[src/rtl/ice51_uart_loader_pkg.sv]
// Shared RX state encodings and default bit timing for ice51 serial blocks.
// Used by ice51_uart_rx and ice51_uart_loader.
package ice51_uart_loader_pkg;

  localparam int DEF_CLKS_PER_BIT = 104;

  localparam logic [2:0] RX_IDLE    = 3'd0;
  localparam logic [2:0] RX_START   = 3'd1;
  localparam logic [2:0] RX_DATA    = 3'd2;
  localparam logic [2:0] RX_STOP    = 3'd3;
  localparam logic [2:0] RX_WAIT_HI = 3'd4;

endpackage

[src/rtl/ice51_uart_rx.sv]
// 8N1 UART receiver: 2-flop synchroniser, mid-bit sampling FSM, shift register.
// Emits a one-cycle byte-valid or frame-error pulse per frame.
module ice51_uart_rx
  import ice51_uart_loader_pkg::*;
#(
  parameter int CLKS_PER_BIT = DEF_CLKS_PER_BIT
) (
  input  logic       i_clk,
  input  logic       i_nrst,
  input  logic       i_rx,
  output logic       o_valid,
  output logic [7:0] o_data,
  output logic       o_frame_err
);

  localparam int CW = $clog2(CLKS_PER_BIT);
  localparam logic [CW-1:0] HALF = CW'(CLKS_PER_BIT / 2 - 1);
  localparam logic [CW-1:0] FULL = CW'(CLKS_PER_BIT - 1);

  logic          r_s1;
  logic          r_s2;
  logic [2:0]    r_state;
  logic [CW-1:0] r_cnt;
  logic [2:0]    r_bit;
  logic [7:0]    r_sr;
  logic          r_valid;
  logic          r_ferr;
  logic          w_rx;

  assign w_rx        = r_s2;
  assign o_valid     = r_valid;
  assign o_data      = r_sr;
  assign o_frame_err = r_ferr;

  always_ff @(posedge i_clk or posedge i_nrst) begin
    if (i_nrst) begin
      r_s1 <= 1'b1;
      r_s2 <= 1'b1;
    end else begin
      r_s1 <= i_rx;
      r_s2 <= r_s1;
    end
  end

  // STOP returns to IDLE at mid-stop-bit so a zero-gap start edge is caught
  always_ff @(posedge i_clk or posedge i_nrst) begin
    if (i_nrst) begin
      r_state <= RX_IDLE;
      r_cnt   <= '0;
      r_bit   <= '0;
      r_sr    <= '0;
      r_valid <= 1'b0;
      r_ferr  <= 1'b0;
    end else begin
      r_valid <= 1'b0;
      r_ferr  <= 1'b0;
      case (r_state)
        RX_IDLE: begin
          if (!w_rx) begin
            r_state <= RX_START;
            r_cnt   <= '0;
          end
        end
        RX_START: begin
          if (r_cnt == HALF) begin
            r_cnt   <= '0;
            r_bit   <= '0;
            r_state <= w_rx ? RX_IDLE : RX_DATA;
          end else begin
            r_cnt <= r_cnt + 1'b1;
          end
        end
        RX_DATA: begin
          if (r_cnt == FULL) begin
            r_cnt <= '0;
            r_sr  <= {w_rx, r_sr[7:1]};
            r_bit <= r_bit + 1'b1;
            if (r_bit == 3'd7) r_state <= RX_STOP;
          end else begin
            r_cnt <= r_cnt + 1'b1;
          end
        end
        RX_STOP: begin
          if (r_cnt == FULL) begin
            r_cnt <= '0;
            if (w_rx) begin
              r_valid <= 1'b1;
              r_state <= RX_IDLE;
            end else begin
              r_ferr  <= 1'b1;
              r_state <= RX_WAIT_HI;
            end
          end else begin
            r_cnt <= r_cnt + 1'b1;
          end
        end
        RX_WAIT_HI: begin
          if (w_rx) r_state <= RX_IDLE;
        end
        default: r_state <= RX_IDLE;
      endcase
    end
  end

endmodule

[src/rtl/ice51_uart_loader.sv]
// Serial boot loader: writes received UART bytes into code memory 0..MEM_SIZE-1.
// ICE51_LOADER_BYPASS_EN: skip the loader, o_done high right after reset.
module ice51_uart_loader
  import ice51_uart_loader_pkg::*;
#(
  parameter int CLKS_PER_BIT = DEF_CLKS_PER_BIT,
  parameter int MEM_SIZE     = 1024,
  parameter int ADDR_W       = 10
) (
  input  logic              i_clk,
  input  logic              i_nrst,
  input  logic              i_uart_rx,
  output logic              o_mem_we,
  output logic [ADDR_W-1:0] o_mem_addr,
  output logic [7:0]        o_mem_wdata,
  output logic              o_done,
  output logic              o_frame_err
);

`ifdef ICE51_LOADER_BYPASS_EN

  logic r_done;
  logic w_unused;

  assign w_unused    = i_uart_rx;
  assign o_mem_we    = 1'b0;
  assign o_mem_addr  = '0;
  assign o_mem_wdata = 8'h00;
  assign o_frame_err = 1'b0;
  assign o_done      = r_done;

  always_ff @(posedge i_clk or posedge i_nrst) begin
    if (i_nrst) r_done <= 1'b0;
    else        r_done <= 1'b1;
  end

`else

  localparam logic [ADDR_W-1:0] LAST = ADDR_W'(MEM_SIZE - 1);

  logic              w_valid;
  logic [7:0]        w_data;
  logic              w_ferr;
  logic              r_we;
  logic [ADDR_W-1:0] r_addr;
  logic [7:0]        r_wdata;
  logic              r_done;

  ice51_uart_rx #(
    .CLKS_PER_BIT(CLKS_PER_BIT)
  ) u_rx (
    .i_clk      (i_clk),
    .i_nrst     (i_nrst),
    .i_rx       (i_uart_rx),
    .o_valid    (w_valid),
    .o_data     (w_data),
    .o_frame_err(w_ferr)
  );

  assign o_mem_we    = r_we;
  assign o_mem_addr  = r_addr;
  assign o_mem_wdata = r_wdata;
  assign o_done      = r_done;
  assign o_frame_err = w_ferr;

  // Address holds at LAST; r_done gates any later bytes out of memory
  always_ff @(posedge i_clk or posedge i_nrst) begin
    if (i_nrst) begin
      r_we    <= 1'b0;
      r_addr  <= '0;
      r_wdata <= 8'h00;
      r_done  <= 1'b0;
    end else begin
      r_we <= w_valid && !r_done;
      if (w_valid && !r_done) r_wdata <= w_data;
      if (r_we) begin
        if (r_addr == LAST) r_done <= 1'b1;
        else                r_addr <= r_addr + 1'b1;
      end
    end
  end

`endif

endmodule

[config.mk]
export PLATFORM = sky130hd
export DESIGN_NAME = ice51_uart_loader
export DESIGN_NICKNAME = d
export VERILOG_FILES = /design/src/rtl/ice51_uart_loader_pkg.sv /design/src/rtl/ice51_uart_rx.sv /design/src/rtl/ice51_uart_loader.sv
export SDC_FILE = /design/constraint.sdc
export NUM_CORES = 1
export LEC_CHECK = 0
export ABC_CLOCK_PERIOD_IN_PS = 2400
export CORE_UTILIZATION = 40
export CTS_CLUSTER_DIAMETER = 30
export DETAILED_ROUTE_END_ITERATION = 7
export GPL_TIMING_DRIVEN = 0
export SYNTH_ARGS = -nofsm -noshare
export SYNTH_HDL_FRONTEND = slang
export SYNTH_SLANG_ARGS = --single-unit
[constraint.sdc]
create_clock -name i_clk -period 2.4 [get_ports i_clk]
set_clock_uncertainty 0.2 [all_clocks]
set_input_delay 0.48 -clock i_clk [delete_from_list [all_inputs] [get_ports i_clk]]
set_output_delay 0.48 -clock i_clk [all_outputs]
set_load 0.02 [all_outputs]
==> impl_metrics.env <==
export IMPL_synth_enable_flop_cells=0
export IMPL_fin_crit_sh=0.9436
export IMPL_fp_dieW_um=73.25
export IMPL_timing_critical_path_slowest_stage_cell="sky130_fd_sc_hd__nor4b_4"
export IMPL_startpoint="u_rx.r_cnt[4]$_DFFE_PP0P_"
export IMPL_timing_final_hold_violations=0
export IMPL_antenna_cells_inserted=0
export IMPL_timing_critical_path_from_type="register"
export IMPL_globalRouteOverflowTotal=0
export IMPL_crit_path_max_fanout=9
export IMPL_synth_area_leaders="sky130_fd_sc_hd__dfrtp_1, sky130_fd_sc_hd__mux2_2, sky130_fd_sc_hd__nand2_1"
export IMPL_worst_endpoint_arrival_ns=2.25
export IMPL_slew_headroom=0.3869
export IMPL_post_synth_top_area_fraction=0.5299
export IMPL_drt_first_pass_iters=4
export IMPL_grt_setup_unrepaired="no"
export IMPL_cts_inserted_buffers=5
export IMPL_timing_critical_path_cells="and4bb_2 > nand2_2 > nor4b_4 > mux2_2"
export IMPL_rows=25
export IMPL_syn_area_sq_um=2031
export IMPL_number_of_h_tree_branching_levels=2
export IMPL_hold_class="reg -> reg"
export IMPL_antenna_found_initial=0
export IMPL_cts_setup_buffers=0
export IMPL_area_growth_syn_to_layout_pct=19.78
export IMPL_synth_nets=178
export IMPL_final_instance_count_without_filler_cells=269
export IMPL_timing_hold_worst_start="u_rx.r_s1$_DFF_PP1_"
export IMPL_finish_utilization=0.5049
export IMPL_status="completed"
export IMPL_die_height_um=73.25
export IMPL_ctsResizeCount=0
export IMPL_ys_seq_area_frac=0.5558
export IMPL_setup_viol=0
export IMPL_via_per_inst=5.264
export IMPL_yosys_warnings=0
export IMPL_crit_path_max_incr_delay_ns=0.61
export IMPL_pin_count_of_the_biggest_net_entering_global_routing=46
export IMPL_drt_antenna_violating_nets=0
export IMPL_detail_route_iter0_violations=24
export IMPL_p_per_area_nw_per_um2=510.7
export IMPL_cts_hold_fix_buffers=0
export IMPL_top_level_ports=24
export IMPL_final_wirelength_um=3655
export IMPL_wl_per_cell_um=13.59
export IMPL_timing_rr_start="u_rx.r_cnt[4]$_DFFE_PP0P_"
export IMPL_num_fill_cells=465
export IMPL_nNetsFinal=208
export IMPL_core_ar_sq_um=4817
export IMPL_clock_fmax_mhz=441.6
export IMPL_first_global_vias=1380
export IMPL_initial_core_utilization=0.4216
export IMPL_async_reset_ff_frac=1.000
export IMPL_max_vdd_ir_drop_mv=0.4162
export IMPL_yosys_register_bits=45
export IMPL_power_leakage_nw=1.108
export IMPL_hpwl_um=2491
export IMPL_drv_slew=0
export IMPL_synth_commonest_cells="sky130_fd_sc_hd__dfrtp_1, sky130_fd_sc_hd__mux2_2, sky130_fd_sc_hd__nand2_1, sky130_fd_sc_hd__nor2_1, sky130_fd_sc_hd__o21ai_0"
export IMPL_via_count=1416
export IMPL_clockRootBuffer="sky130_fd_sc_hd__clkbuf_8"
export IMPL_clock_latency_ns=0.29
export IMPL_worstSetupEndpointType="register"
export IMPL_synth_largest_area_cell="sky130_fd_sc_hd__dfrtp_1"
export IMPL_layout_drive_gt1_share=0.1832
export IMPL_cts_clk_slew_worst_paths_ns=0.08
export IMPL_synth_cells=171
export IMPL_timing_max_cap_violations=0
export IMPL_timing_critical_path_required_ns=2.39
export IMPL_cts_tree="built"
export IMPL_portBuffers=23
export IMPL_numClockSinks=45
export IMPL_type_of_the_setup_path_with_the_least_slack="reg -> reg"
export IMPL_post_place_cells=261
export IMPL_actual_transition_at_the_worst_max_transition_pin_ns=0.9183
export IMPL_drcViolationCount=0
export IMPL_report_power_total_mw=1.242
export IMPL_synth_most_common_cell="sky130_fd_sc_hd__dfrtp_1"
export IMPL_wire_length_of_the_first_global_routing_pass_um=6189
export IMPL_fp_dieArea_sq_um=5366
export IMPL_clk_path_buf_depth=2
export IMPL_gp_congestion=0.8434
export IMPL_synth_area_per_cell_sq_um=11.88
export IMPL_top_ff_cell_synth="sky130_fd_sc_hd__dfrtp_1"
export IMPL_grt_usage=0.1543
export IMPL_synth_lib_cells_used_distinct=46
export IMPL_final_min_clock_period_ns=2.265
-- area by class of cell --
| type | instances | area [sq um] | area share |
|---|---|---|---|
| well taps | 67 | 83.83 | 0.03447 |
| clock inverters | 2 | 15.01 | 0.006173 |
| plain buffers | 4 | 21.27 | 0.008745 |
| inverters | 6 | 22.52 | 0.009259 |
| flip-flops and latches | 45 | 1129 | 0.4640 |
| clock buffers | 6 | 72.57 | 0.02984 |
| multi-input cells | 116 | 858.3 | 0.3529 |
| repair buffers | 23 | 230.2 | 0.09465 |
-- sequential cells by signal, indices dropped and copies added (netlist names), 3 cells and up --
register and flops:
u_rx.r_cnt 7, o_mem_addr 10, u_rx.r_bit 3, u_rx.o_data 8, o_mem_wdata 8, u_rx.r_state 3
-- report_power, final --
part / switching [mW] / internal (mW) / total [mW]
logic: 0.0154 / 0.00353 / 0.0189
registers: 0.00151 / 0.761 / 0.762
clock network: 0.256 / 0.205 / 0.461
-- kinds of logic (layout without fill, tap and decap cells) --
logic type,after synthesis,in the layout,synth area share
XOR/XNOR,6,6,0.02588
AO/OA/AOI/OAI,34,34,0.1121
AND/OR/NAND/NOR,53,53,0.1534
multiplexers,19,19,0.1066
buffers and inverters,10,41,0.02156
flip-flops,45,45,0.5558
adder cells (fa/ha/maj),4,4,0.02465
-- worst paths after layout --
check                                              to  slack, ns  cells past startpoint
max in group asynchronous   o_mem_addr[9]$_DFFE_PP0P_       0.92                      2
min in group asynchronous  o_mem_wdata[7]$_DFFE_PP0P_       0.50                      2
hold / removal                    u_rx.r_s2$_DFF_PP1_       0.16                      0
setup reg to reg           u_rx.o_data[1]$_DFFE_PP0P_       0.14                      4
hold reg to reg                   u_rx.r_s2$_DFF_PP1_       0.16                      0
setup / recovery           u_rx.o_data[1]$_DFFE_PP0P_       0.14                      4
-- through the flow --
| step | TNS (ns) | hold WS (ns) | instance area [sq um] | setup WS [ns] |
|---|---|---|---|---|
| finish | 0 | 0.1622 | 2432 | 0.1353 |
| global route | 0 | 0.1663 | 2432 | 0.02752 |
| CTS | 0 | 0.1606 | 2432 | 0.1350 |
| detailed placement | 0 | 0.1494 | 2345 | 0.1613 |
| global placement | -6.525 | 0.1461 | 2345 | -0.1535 |
| floorplan | 0 | 0.1452 | 2031 | 0.4001 |
-- per-layer routing --
metal / global-route usage / vias up / part of all wire
met4: 0.06536 / 0 / 0.0079
met5: 0 / - / 0
met1: 0.1826 / 709 / 0.47
met3: 0.04938 / 2 / 0.036
li1: - / 682 / -
met2: 0.2582 / 23 / 0.49
-- critical path, delay by kind of cell, from the launching register on --
kind	cells	cell delay, ns
and+or+nand+nor	3	1.08
DFF	1	0.46
muxes	1	0.41
-- cells in the final DEF, fill, tap and decap left out, types with 2 or more instances in the layout --
cell and count:
sky130_fd_sc_hd__dfrtp_1 43, sky130_fd_sc_hd__clkdlybuf4s50_1 23, sky130_fd_sc_hd__mux2_2 17, sky130_fd_sc_hd__nand2_1 15, sky130_fd_sc_hd__nor2_1 9, sky130_fd_sc_hd__o21ai_0 7
sky130_fd_sc_hd__o211ai_1 6, sky130_fd_sc_hd__inv_1 5, sky130_fd_sc_hd__a21oi_1 5, sky130_fd_sc_hd__clkbuf_8 5, sky130_fd_sc_hd__nand4_1 4, sky130_fd_sc_hd__nand3_1 4
sky130_fd_sc_hd__xnor2_1 4, sky130_fd_sc_hd__ha_1 4, sky130_fd_sc_hd__nand2b_1 3, sky130_fd_sc_hd__buf_2 2, sky130_fd_sc_hd__a21o_1 2, sky130_fd_sc_hd__a22o_1 2
sky130_fd_sc_hd__clkbuf_1 2, sky130_fd_sc_hd__or3_1 2, sky130_fd_sc_hd__and4_1 2, sky130_fd_sc_hd__a31oi_1 2, sky130_fd_sc_hd__and3_1 2, sky130_fd_sc_hd__xor2_1 2
sky130_fd_sc_hd__nor3_1 2, sky130_fd_sc_hd__o21bai_1 2, sky130_fd_sc_hd__clkinvlp_4 2, sky130_fd_sc_hd__dfstp_2 2
No activity file was read; power rests on OpenSTA's default activity.
